[config.mk]
export PLATFORM = sky130hd
export DESIGN_NAME = sync_debounce
export DESIGN_NICKNAME = d
export VERILOG_FILES = /design/src/rtl/sync_debounce_pkg.sv /design/src/rtl/sync_debounce_sync2.sv /design/src/rtl/sync_debounce.sv
export SDC_FILE = /design/constraint.sdc
export NUM_CORES = 1
export LEC_CHECK = 0
export BUFFER_PORTS_ARGS = -buffer_cell sky130_fd_sc_hd__buf_2
export CAP_MARGIN = 10
export CORE_AREA = 10 10 47 49
export DETAILED_ROUTE_END_ITERATION = 16
export DIE_AREA = 0 0 57 59
export MAX_ROUTING_LAYER = met4
export PLACE_DENSITY = 0.76
export SYNTH_ARGS = -nofsm -noshare
export SYNTH_HDL_FRONTEND = slang
export SYNTH_SLANG_ARGS = --single-unit
[constraint.sdc]
create_clock -name clk -period 2.9 [get_ports clk]
set_input_delay 0.58 -clock clk [delete_from_list [all_inputs] [get_ports clk]]
set_output_delay 0.58 -clock clk [all_outputs]
set_load 0.01 [all_outputs]
[src/rtl/sync_debounce_pkg.sv]
// Shared types and constants for the sync_debounce input conditioner.
package sync_debounce_pkg;

  // Debounce FSM state encoding
  typedef enum logic {
    STABLE   = 1'b0,
    COUNTING = 1'b1
  } state_e;

  localparam int unsigned DEF_DEBOUNCE_CYCLES = 4;
  localparam int unsigned DEF_CNT_W           = 16;

  // Width of the optional transition statistics counter
  localparam int unsigned STAT_W = 8;

endpackage : sync_debounce_pkg

[src/rtl/sync_debounce_sync2.sv]
// Two-flop synchronizer for a single asynchronous bit; reset value is a parameter.
module sync2 #(
  parameter logic RESET_VAL = 1'b0
) (
  input  logic clk,
  input  logic reset,
  input  logic d,
  output logic q
);

  logic r_s1;
  logic r_s2;

  // Two-stage resynchronization into the clk domain
  always_ff @(posedge clk) begin
    if (reset) begin
      r_s1 <= RESET_VAL;
      r_s2 <= RESET_VAL;
    end else begin
      r_s1 <= d;
      r_s2 <= r_s1;
    end
  end

  assign q = r_s2;

endmodule : sync2

[src/rtl/sync_debounce.sv]
// Debounces an asynchronous single-bit input: 2-flop sync, counter FSM,
// registered rise/fall pulses. Optional SYNC_DEBOUNCE_STAT_EN adds a
// saturating 8-bit toggle_cnt output counting rise/fall pulses.
module sync_debounce
  import sync_debounce_pkg::*;
#(
  parameter int unsigned DEBOUNCE_CYCLES = DEF_DEBOUNCE_CYCLES,
  parameter int unsigned CNT_W           = DEF_CNT_W,
  parameter logic        RESET_LEVEL     = 1'b0
) (
  input  logic              clk,
  input  logic              reset,
  input  logic              din,
  output logic              q,
  output logic              rise,
  output logic              fall
`ifdef SYNC_DEBOUNCE_STAT_EN
  ,
  output logic [STAT_W-1:0] toggle_cnt
`endif
);

  localparam logic [CNT_W-1:0] CNT_LAST = CNT_W'(DEBOUNCE_CYCLES - 1);

  logic             w_sync;
  state_e           r_state;
  logic [CNT_W-1:0] r_cnt;
  logic             r_q;
  logic             r_rise;
  logic             r_fall;

  sync2 #(
    .RESET_VAL (RESET_LEVEL)
  ) u_sync2 (
    .clk   (clk),
    .reset (reset),
    .d     (din),
    .q     (w_sync)
  );

  // Debounce FSM: q follows the synchronized input only after a full count
  always_ff @(posedge clk) begin
    if (reset) begin
      r_state <= STABLE;
      r_cnt   <= '0;
      r_q     <= RESET_LEVEL;
      r_rise  <= 1'b0;
      r_fall  <= 1'b0;
    end else begin
      r_rise <= 1'b0;
      r_fall <= 1'b0;
      case (r_state)
        STABLE: begin
          if (w_sync != r_q) begin
            r_state <= COUNTING;
            r_cnt   <= CNT_W'(1);
          end else begin
            r_cnt   <= '0;
          end
        end
        COUNTING: begin
          if (w_sync == r_q) begin
            // excursion ended before the count completed
            r_state <= STABLE;
            r_cnt   <= '0;
          end else if (r_cnt >= CNT_LAST) begin
            r_q     <= w_sync;
            r_rise  <= w_sync;
            r_fall  <= ~w_sync;
            r_cnt   <= '0;
            r_state <= STABLE;
          end else begin
            r_cnt   <= r_cnt + CNT_W'(1);
          end
        end
      endcase
    end
  end

  assign q    = r_q;
  assign rise = r_rise;
  assign fall = r_fall;

`ifdef SYNC_DEBOUNCE_STAT_EN
  logic [STAT_W-1:0] r_toggle_cnt;

  // Saturating count of emitted rise/fall pulses
  always_ff @(posedge clk) begin
    if (reset) begin
      r_toggle_cnt <= '0;
    end else if ((r_rise | r_fall) && (r_toggle_cnt != '1)) begin
      r_toggle_cnt <= r_toggle_cnt + STAT_W'(1);
    end
  end

  assign toggle_cnt = r_toggle_cnt;
`endif

endmodule : sync_debounce

==> results.md, run 1 <==
Run status:
- The flow ran to the end, and the final reports show no timing, DRC or antenna violations.

Synth:
- In this run the cell area of the synthesized design comes to 628 µm².
- Counting every instance in the synthesized netlist gives 45.
- The synthesized design contains 22 register bits.
- For this run, the register share of the synthesized area comes to 70.1%.
- The total of warnings raised by yosys is 0.
- The synthesized netlist contains 16 unique library cells.
- A synthesized cell averages 14.0 µm².

Worst setup path:
- The category of cells accounting for the largest share of critical-path delay is flip-flops.
- In this design, the stage delay of the slowest critical-path cell is 0.41 ns.
- Walking the worst path, the cells encountered are buf_2.
- At the worst endpoint, the required time is 2.32 ns.
- STA puts the critical path data arrival time at 0.87 ns.
- The setup path with the least slack is of type reg2out.
- The master of the slowest instance on the critical path is sky130_fd_sc_hd__dfxtp_1.
- The worst path buffer plus inverter count is 1.
- The nature of the critical path startpoint is a flip-flop.
- The worst setup path is captured at an output pin.
- In this run the worst path has a maximum fanout of 5.

Floorplanning:
- The die is 57 µm wide.
- The placeable core area is 1400 µm².
- The die is 59 µm tall.
- The standard-cell row count is 14.
- Once the floorplan was initialized, standard cells occupied 44.8% of the core.
- 6 I/O pins were placed.
- The floorplan step defined a die boundary enclosing 3360 µm².

Route:
- The number of vias after detailed routing is 327.
- Wires add up to 739 µm.
- The top layer reached by signal wires is met4.
- The total iterations of the first detailed-routing run is 1.
- The number of violations reported at the end of detailed-routing iteration 0 is 0.
- The detailed route wirelength on metal3 is 22 µm.
- The final antenna-violating net count is 0.
- The met1 wire length is 352 µm.
- After detailed routing, the met2 layer carries 353 µm of wire.
- The post-route DRC violation count is 0.
- The via density per instance is 3.99.
- In the final routed layout, each cell accounts on average for 9.01 µm.

Layout:
- The area growth from synthesis to final layout is 18.5%.
- Of the cells placed in the final design, the portion with a size suffix greater than 1 is 19.7%.
- Summing all multi-input logic gate instances after layout gives 233 µm².
- With fillers left out, the area of the finished cells amounts to 744 µm².
- The most frequent standard cell in the layout excluding fill and tap cells is sky130_fd_sc_hd__dfxtp_1.
- At the end of the flow, the number of nets in the layout was 72.
- The filler cells instantiated in the layout total 126.
- In the layout the commonest cells are sky130_fd_sc_hd__dfxtp_1, sky130_fd_sc_hd__conb_1, sky130_fd_sc_hd__buf_2.
- The sequential cell area in the final layout is 440 µm².
- The number of antenna diodes in the final layout is 0.

Clock tree:
- The clock input transition at the sequential cells of the worst setup and hold paths is 0.10 ns.
- The CTS tree is done.
- The quantity of gates resized following cts is 0.
- Buffers inserted during clock tree synthesis total 3.
- The CTS H-tree depth is 1.
- The clock tree buffer depth is 2.
- The count of clock tree sinks is 22.
- In this run, post-CTS hold repair placed 0 buffers.
- The clock tree root driver cell is sky130_fd_sc_hd__clkbuf_4.
- The clock latency at the later pin of the worst-skew pair is 0.29 ns.
- Post-CTS timing repair inserted 0 buffers for setup.

Timing:
- The setup violation total in the final timing report is 0.
- The final setup skew is 0.00184 ns.
- Setup repair after global routing left no endpoint under its margin.
- The final critical path takes up 49.9% of the cycle.
- Based on the critical path, the design can be clocked at up to 0.692 GHz.
- The number of failing hold endpoints at the final stage is 0.
- The number of max-slew violations in the final report is 0.
- Adding up every negative setup slack in the final design gives 0 ns.
- The post-layout minimum cycle time is 1.45 ns.

Placed design:
- Once placement finished, the instance area stood at 722 µm².
- The number of port buffers is 5.
- Routability-driven placement finished with a final weighted congestion of 0.640.

Global route:
- Summed over all layers, the global routing overflow is 0.
- The via count of the first global-routing pass is 311.
- The first-pass GRT wire length is 1280 µm.
- The maximum number of pins on one net before global-route repair is 12.
- The number of antenna violations at the first check in global routing is 0.
- The total routing usage reported by global routing is 5.06%.

Run:
- Max-cap violations in this run came to 0.

Hold path:
- The path class of the tightest hold or removal check is reg2reg.

Power:
- The analysis attributes to cell leakage a power of 0.326 nW.
- The maximum resistive drop on vdd is 0.356 mV.
- In this run the power density over the cells is 614 nW/µm².
worst reg2reg max path, delay by kind of cell, from the launching register on:
kind                       cells  cell delay (ns)
adders and majority gates      1             0.20
and+or+nand+nor                2             0.48
DFF                            1             0.34
AOI/OAI and AO/OA              1             0.24
final timing paths:
path	start	end	slack, ns	depth (start not counted)
setup / recovery	q	q	1.45	1
hold reg to reg	u_sync2.r_s1	u_sync2.q	0.46	1
setup reg to reg	r_cnt[0]	fall	1.55	4
hold / removal	u_sync2.r_s1	u_sync2.q	0.46	1
final cells by class:
cell class | instances | share of cell area (%)
Timing Repair Buffer | 5 | 3.36
Clock buffer | 3 | 3.03
Sequential cell | 22 | 59.2
Multi-Input combinational cell | 35 | 31.3
Inverter | 1 | 0.504
Tap cell | 16 | 2.69
metrics by stage:
stage                     instances  setup slack, ns  util, %  hold WS [ns]  power [mW]
after global placement           79             1.61     51.5         0.421       0.338
after floorplan                  58             1.66        -         0.414       0.335
after detailed placement         79             1.55     51.5         0.439       0.339
after CTS                        82             1.45     53.1         0.463       0.462
final                            82             1.45     53.1         0.456       0.457
after global routing             82             1.43     53.1         0.472       0.481
per-layer routing:
layer / GRT usage [%] / vias up
met2: 6.67 / 2
met5: - / -
met1: 5.57 / 138
li1: - / 185
met3: 1.93 / 2
met4: 5.03 / 0
flip-flops by register name, summed over array words and instances (netlist names):
signal        count
q                 1
fall              1
r_state           1
r_cnt            16
u_sync2.q         1
rise              1
u_sync2.r_s1      1
cells in the mapped netlist, drive strengths merged:
master | instances | share of area, %
a211oi | 1 | 2.0
a41oi | 1 | 2.6
and4bb | 2 | 4.0
conb | 1 | 0.60
dfxtp | 22 | 70
ha | 1 | 2.0
inv | 1 | 0.60
mux2i | 1 | 1.6
nand2 | 3 | 1.8
nand2b | 3 | 3.0
nor2 | 1 | 0.60
nor2b | 2 | 2.0
nor3 | 1 | 0.80
nor4 | 4 | 7.0
xor2 | 1 | 1.4
cells by family (layout without fill, tap and decap cells):
group	Yosys count	count (layout)	synth area share, %
flops	22	22	70.1
simple gates	16	16	19.1
compound gates	2	2	4.58
fa+ha+maj	1	1	1.99
other cells	1	14	0.597
xor+xnor	1	1	1.39
mux	1	1	1.59
buf+inv	1	9	0.597
where the power goes:
group          internal, mW  switching [mW]  total (mW)
logic               0.00551         0.00611      0.0116
clock network        0.0483          0.0763       0.125
registers             0.315         0.00579       0.321
total                 0.369          0.0882       0.457
Power figures use the tool's default switching activity.
==> run 2: changes to the inputs <==
- ABC_AREA: not set -> 1
- CORE_AREA: 10 10 47 49 -> not set
- CORE_MARGIN: not set -> 10
- CORE_UTILIZATION: not set -> 47
- DIE_AREA: 0 0 57 59 -> not set
- PLACE_DENSITY: 0.76 -> 0.78
- clock period: 2.9 -> 1.3 ns (I/O delays scaled with it)
==> results.md, run 2 <==
Run status:
- The run finished with clean final reports.

Route:
- The total iterations of the first detailed-routing run is 1 (unchanged).
- The wire length per cell after detailed routing was 7.02 µm (-22%).
- The total routed wirelength came to 674 µm (-8.8%).
- The number of vias after detailed routing is 374 (+14%).
- The via density per instance was 3.90 (-2.3%).
- The final antenna-violating net count is 0 (unchanged).
- The post-route DRC violation count is 0 (unchanged).
- The number of violations reported at the end of detailed-routing iteration 0 is 0 (unchanged).

Synth:
- The dominant cell type by area after synthesis is sky130_fd_sc_hd__dfxtp_1.
- The number of distinct library cells after synthesis is 14 (-2).
- The portion of synthesized cell area occupied by the leading cell type came to 70.7% (+0.56 points).
- Counting instances in the post-synthesis netlist gives the leading cell types as sky130_fd_sc_hd__dfxtp_1, sky130_fd_sc_hd__nor2_1, sky130_fd_sc_hd__nand2_1.
- The area of the mapped netlist is 623 µm² (-0.80%).
- The post-synthesis async set-or-reset flop share came to 0% (unchanged).
- The post-synthesis instance total is 60 (+33%).
- The count of state elements after synthesis is 22 (unchanged).
- The sequential element share of the synthesized area is 70.7% (+0.56 points).
- The total of warnings raised by yosys is 0 (unchanged).
- The mean post-synth cell area is 10.4 µm² (-26%).
- By area the synthesized netlist is led by sky130_fd_sc_hd__dfxtp_1, sky130_fd_sc_hd__nor2_1, sky130_fd_sc_hd__nand2_1.
- By instance count, the leading cell after synthesis is sky130_fd_sc_hd__dfxtp_1.
- The number of enable-type register cells in the synthesized netlist was 0 (unchanged).
- The main flop type after synthesis is sky130_fd_sc_hd__dfxtp_1.

Placed design:
- The HPWL after detailed placement is 548 µm.
- The number of placed instances with taps included came to 93 (+18%).
- The number of port buffers is 5 (unchanged).
- The final weighted congestion in routability-driven placement is 0.684 (+7.0%).
- The setup slack at placement is 0.170 ns (-1.38 ns).

Global route:
- The maximum number of pins on one net before global-route repair is 12 (unchanged).
- The total routing usage reported by global routing is 5.32% (+0.27 points).
- The via count of the first global-routing pass is 359 (+15%).
- The total overflow reported by the global router is 0 (unchanged).
- The first-pass GRT wire length is 1270 µm (-0.55%).
- The number of antenna violations at the first check in global routing is 0 (unchanged).

Layout:
- The flip-flop count of the largest register after layout is 16 (unchanged).
- In the layout the commonest cells are sky130_fd_sc_hd__dfxtp_1, sky130_fd_sc_hd__conb_1, sky130_fd_sc_hd__nor2_1, sky130_fd_sc_hd__nand2_1, sky130_fd_sc_hd__inv_1.
- The library cell used most frequently in the layout, excluding fill and tap cells, is sky130_fd_sc_hd__dfxtp_1.
- The area growth from synthesis to final layout was 18.5% (about the same).
- The number of standard cells in the final layout excluding fillers came to 96 (+17%).
- r_cnt holds more flip-flops than any other register.
- The share of cells above drive strength 1 is 14.8% (-4.9 points).
- The diode insertion count for antenna repair was 0 (unchanged).
- The final layout net count is 87 (+21%).

Timing:
- The setup slack after layout is 0.172 ns (-1.28 ns).
- The setup violation total in the final timing report is 0 (unchanged).
- The accumulated negative setup slack is 0 ns (unchanged).
- After layout, the minimum clock period comes to 1.13 ns.
- Setup repair after global routing left no endpoint under its margin.
- Based on the critical path, the design can be clocked at up to 0.887 GHz.
- The number of max-slew violations in the final report is 0 (unchanged).
- The final setup skew is 0.00359 ns (+0.00175 ns).
- The number of failing hold endpoints at the final stage is 0 (unchanged).
- After layout, the worst path uses 86.7% of the clock period.

Worst setup path:
- The top fanout value on the critical path is 5 (unchanged).
- The worst setup path is captured at a flip-flop.
- The capturing point of the worst reg2reg path is q.
- The worst endpoint required time is 1.49 ns (-0.83 ns).
- The worst endpoint data arrival time was 1.32 ns (+0.45 ns).
- The critical path start-end classification is reg2reg.
- The worst setup path is launched from a flip-flop.
- The launch point of the worst reg-to-reg path is r_cnt[0].
- The slack of the worst reg-to-reg path came to 0.17 ns (-1.38 ns).
- The number of cells on the worst reg-to-reg path is 7 (+3).

Hold path:
- The terminating pin of the worst hold path is u_sync2.r_s1.
- The number of cells on the worst hold path came to 3 (+2).
- The worst hold path belongs to the class in2reg.
- The source of the worst hold timing path is din.

Floorplanning:
- The placeable core area is 1270 µm² (-9.5%).
- The die area is 3180 µm² (-5.4%).
- The standard-cell row count is 13 (-1).
- The number of ports placed on the die boundary is 6 (unchanged).
- The width of the chip came to 56.4 µm (-1.0%).
- The chip height is 56.4 µm (-4.4%).
- The initial core utilization was 49.1% (+4.3 points).

Clock tree:
- The count of clock tree sinks came to 22 (unchanged).
- The number of CTS-inserted buffers was 3 (unchanged).
- The number of hold buffers added after CTS is 0 (unchanged).
- The clock tree buffer depth is 2 (unchanged).
- The setup fix buffers added after clock tree synthesis is 0 (unchanged).
- The root buffer cell chosen for the clock tree is sky130_fd_sc_hd__clkbuf_4.
- The clock latency at the later pin of the worst-skew pair is 0.28 ns (about the same).
- The CTS H-tree depth is 1 (unchanged).
- TritonCTS built the clock tree.
- The clock input transition at the sequential cells of the worst setup and hold paths is 0.10 ns (about the same).
- The quantity of gates resized following cts came to 0 (unchanged).

Power:
- The maximum resistive drop on vdd is 0.912 mV (+160%).
- The static leakage came to 0.341 nW (+4.7%).
- The power density normalized to cell area is 1400 nW/µm² (+130%).

Run:
- The number of max-capacitance violations reported was 0 (unchanged).
==> run 2: changes by cell type in the layout (fill, tap and decap cells not counted), moves of 3 or more <==
cell and delta:
sky130_fd_sc_hd__nor2_1 +12, sky130_fd_sc_hd__inv_1 +5, sky130_fd_sc_hd__nand2_1 +5, sky130_fd_sc_hd__nand2b_1 -3
sky130_fd_sc_hd__nor4_2 -3
==> run 2: how the worst max path moves through the flow <==
stage	start	end	depth (start not counted)
2_1_floorplan	r_cnt[0]	q	7
3_3_place_gp	r_cnt[0]	q	7
3_5_place_dp	r_cnt[0]	q	7
4_1_cts	r_cnt[0]	q	7
5_1_grt	r_cnt[0]	q	7
6_report	r_cnt[0]	q	7
==> run 2: per-stage QoR <==
step | util, % | instance area [µm²] | hold WS, ns | power [mW]
detailed placement | 56.4 | 716 | 0.421 | 0.776
finish | 58.2 | 738 | 0.168 | 1.03
CTS | 58.2 | 738 | 0.155 | 1.05
floorplan | - | 672 | 0.331 | 0.762
global route | 58.2 | 738 | 0.157 | 1.09
global placement | 56.4 | 716 | 0.391 | 0.773
==> run 2: power by group <==
part / internal, mW / total (mW) / switching (mW) / leakage (nW)
Sequential: 0.706 / 0.719 / 0.0124 / 0.183
Combinational: 0.0176 / 0.0409 / 0.0233 / 0.144
Clock: 0.107 / 0.270 / 0.163 / 0.0138
Total: 0.831 / 1.03 / 0.199 / 0.341
==> run 2: metal layers <==
layer	vias to the layer above	GRT usage (%)	wire (µm)
met3	2	2.92	32
met5	-	-	0
met4	0	5.15	8
li1	209	-	-
met1	160	4.16	288
met2	3	8.56	345
==> run 2: layout make-up <==
type,count,area [µm²]
multi-input cells,45,209
inverters,6,22.5
repair buffers,5,25.0
well taps,15,18.8
flip-flops and latches,22,440
fillers,115,531
clock buffers,3,22.5
==> run 2: critical path: stages, from the launching register on <==
cell	delay (ns)
sky130_fd_sc_hd__dfxtp_1	0.33
sky130_fd_sc_hd__ha_1	0.19
sky130_fd_sc_hd__inv_1	0.05
sky130_fd_sc_hd__nand2_1	0.05
sky130_fd_sc_hd__nor2_1	0.12
sky130_fd_sc_hd__nand2_2	0.11
sky130_fd_sc_hd__a21oi_1	0.14
sky130_fd_sc_hd__nor2_1	0.06
==> run 2: cell families (layout without fill, tap and decap cells) <==
| logic type | Yosys count | after routing | share of synthesized area (%) |
|---|---|---|---|
| compound gates | 2 | 2 | 1.61 |
| xor+xnor | 1 | 1 | 1.41 |
| fa+ha+maj | 1 | 1 | 2.01 |
| buf+inv | 6 | 14 | 3.61 |
| flops | 22 | 22 | 70.7 |
| other cells | 1 | 14 | 0.602 |
| simple gates | 27 | 27 | 20.1 |
==> run 3: changes to the inputs <==
- clock period: 1.3 -> 1 ns (I/O delays scaled with it)
==> results.md, run 3 (synthesis gave the netlist of run 2 again) <==
Placed design:
- The setup slack at placement is -0.0793 ns (-0.250 ns).
- The post-place instance area is 722 µm² (+0.87%).
- The final weighted congestion in routability-driven placement is 0.680 (-0.72%).
- The number of port buffers is 5 (unchanged).
- The detailed placement HPWL was 663 µm (+21%).
- The number of placed instances with taps included came to 93 (unchanged).

Power:
- The proportion of power drawn by combinational gates came to 4.2% (+0.2 points).
- The power density normalized to cell area is 1820 nW/µm² (+31%).
- The cell internal power dissipation is 1.17 mW (+40%).
- The switching power as a share of total power is 20.6% (+1.3 points).
- The share of total power in the clock network came to 32.0% (+5.7 points).
- The total design power is 1.47 mW (+43%).
- The maximum resistive drop on vdd is 1.33 mV (+46%).
- The power share of the sequential group is 63.9% (-5.9 points).
- The switching component of the power came to 0.303 mW (+52%).
- The static leakage is 0.365 nW (+7.0%).

Hold path:
- The number of cells on the worst hold path was 2 (-1).
- The tightest min-delay check is of the in2reg type.
- The terminating pin of the worst hold path is u_sync2.q.
- The source of the worst hold timing path is reset.

Floorplanning:
- The die area was 3180 µm² (unchanged).
- The standard-cell row count was 13 (unchanged).
- The width of the chip was 56.4 µm (unchanged).
- The initial core utilization is 49.1% (unchanged).
- The placeable core area is 1270 µm² (unchanged).
- The number of ports placed on the die boundary was 6 (unchanged).
- The chip height came to 56.4 µm (unchanged).

Worst setup path:
- The worst path buffer plus inverter count came to 1 (unchanged).
- The critical path goes through buf_2.
- The worst endpoint required time is 0.80 ns (-0.69 ns).
- The critical path is of the reg2out type.
- The category of cells accounting for the largest share of critical-path delay is flip-flops.
- The launch point of the worst reg-to-reg path is r_cnt[0].
- The slack of the worst reg-to-reg path came to -0.04 ns (-0.21 ns).
- STA classifies the critical path startpoint as a flip-flop.
- The slowest stage of the critical path belongs to the cell sky130_fd_sc_hd__dfxtp_1.
- The capturing point of the worst reg2reg path is q.
- The maximum single-stage delay on the critical path is 0.39 ns (+0.06 ns).
- The worst setup path is captured at an output pin.
- The worst endpoint data arrival time is 0.85 ns (-0.47 ns).
- The number of cells on the worst reg-to-reg path is 7 (unchanged).
- The top fanout value on the critical path is 3 (-2).

Route:
- The total iterations of the first detailed-routing run is 2 (+1).
- The wire length per cell after detailed routing was 9.35 µm (+33%).
- The via density per instance is 4.06 (+4.3%).
- The post-route DRC violation count is 0 (unchanged).
- The total routed wirelength was 907 µm (+35%).
- The final antenna-violating net count came to 0 (unchanged).
- The number of vias after detailed routing came to 394 (+5.3%).
- The number of violations reported at the end of detailed-routing iteration 0 is 2 (+2).

Timing:
- The number of failing hold endpoints at the final stage is 0 (unchanged).
- For this run, the top clock speed supported by timing is 0.955 GHz.
- The setup slack after layout is -0.0469 ns (-0.219 ns).
- The post-layout minimum cycle time is 1.05 ns.
- The final setup skew came to 0.00860 ns (+0.00501 ns).
- The setup violation total in the final timing report is 3 (+3).
- Setup repair after global routing could not meet its margin everywhere.
- The period utilization is 105%.
- The number of max-slew violations in the final report is 0 (unchanged).
- The post-route worst hold slack is 0.0946 ns (-0.0730 ns).
- The accumulated negative setup slack is -0.132 ns (-0.132 ns).

Layout:
- The share of cells above drive strength 1 is 30.5% (+16 points).
- The diode insertion count for antenna repair was 0 (unchanged).
- The most frequent standard cell in the layout excluding fill and tap cells is sky130_fd_sc_hd__dfxtp_1.
- The share of the core filled with cells is 63.6% (+5.4 points).
- The largest register by flop count is r_cnt.
- The final standard cell area without fillers is 807 µm² (+9.3%).
- The area growth from synthesis to final layout is 29.5%.
- The final layout net count came to 87 (unchanged).
- The flip-flop count of the largest register after layout is 16 (unchanged).
- Leaving out fill and tap cells, the most frequent cells in the layout are sky130_fd_sc_hd__dfxtp_1, sky130_fd_sc_hd__conb_1, sky130_fd_sc_hd__nor2_1, sky130_fd_sc_hd__nand2_1, sky130_fd_sc_hd__inv_1.
- The number of standard cells in the final layout excluding fillers is 97 (+1.0%).

Clock tree:
- The clock latency at the later pin of the worst-skew pair is 0.30 ns (+0.02 ns).
- The clock tree buffer depth is 2 (unchanged).
- The count of clock tree sinks came to 22 (unchanged).
- The clock input transition at the sequential cells of the worst setup and hold paths was 0.12 ns (+0.02 ns).
- TritonCTS built the clock tree.
- The setup fix buffers added after clock tree synthesis was 0 (unchanged).
- The number of CTS-inserted buffers came to 3 (unchanged).
- The CTS H-tree depth is 1 (unchanged).
- The clock tree root driver cell is sky130_fd_sc_hd__clkbuf_4.

Run:
- The number of max-capacitance violations reported is 0 (unchanged).

Global route:
- The total routing usage reported by global routing came to 6.93% (+1.6 points).
- The first-pass GRT wire length is 1610 µm (+27%).
- The number of antenna violations at the first check in global routing is 0 (unchanged).
- The via count of the first global-routing pass was 435 (+21%).
- The maximum number of pins on one net before global-route repair is 13 (+1).
- The total overflow reported by the global router came to 0 (unchanged).

Run status:
- The run finished, with violations left.
- The final reports fail on negative setup slack.
[run 3: cell types whose count changed in the layout (fill, tap and decap cells not counted), moves of 2 or more]
cell                      delta
sky130_fd_sc_hd__dfxtp_2     +3
sky130_fd_sc_hd__nand2_1     -2
sky130_fd_sc_hd__nor2_1      -2
sky130_fd_sc_hd__dfxtp_1     -3
sky130_fd_sc_hd__a21oi_2     +2
sky130_fd_sc_hd__a21oi_1     -2
[run 3: worst max path at each step]
stage          slack, ns      from  endpoint  cells past startpoint
6_report           -0.05         q         q                      1
5_1_grt            -0.14  r_cnt[0]         q                      8
4_1_cts            -0.10  r_cnt[0]         q                      8
3_5_place_dp       -0.08  r_cnt[0]  r_cnt[0]                      7
3_3_place_gp       -0.08  r_cnt[0]         q                      7
2_1_floorplan     -0.005  r_cnt[0]         q                      7
[run 3: per-layer routing]
| layer | vias up | GRT usage, % | wire length [µm] |
|---|---|---|---|
| met2 | 4 | 14.1 | 574 |
| met3 | 4 | 2.92 | 40 |
| met4 | 0 | 5.15 | 20 |
| li1 | 210 | - | - |
| met5 | - | - | 0 |
| met1 | 176 | 4.09 | 272 |
[run 3: power groups by stage]
stage / Combinational, mW / Clock, mW / Sequential, mW
finish: 0.0617 / 0.470 / 0.939
global route: 0.0743 / 0.526 / 0.944
CTS: 0.0567 / 0.498 / 0.939
detailed placement: 0.0541 / 0 / 0.958
global placement: 0.0519 / 0 / 0.954
floorplan: 0.0380 / 0 / 0.954
[run 3: area by class of cell]
class                           count  area (µm²)
Timing Repair Buffer                5        31.3
Inverter                            6        22.5
Multi-Input combinational cell     45         254
Tap cell                           15        18.8
Clock buffer                        4        36.3
Sequential cell                    22         444
Fill cell                         114         462
[run 3: what timing repair did]
item / 4_1_cts / 5_1_grt
hold buffers: 0 / 0
pin swaps: 1 / 2
endpoints found under the hold margin: 0 / 0
gates resized for setup: 6 / 8
endpoints found under the setup margin: 7 / 8
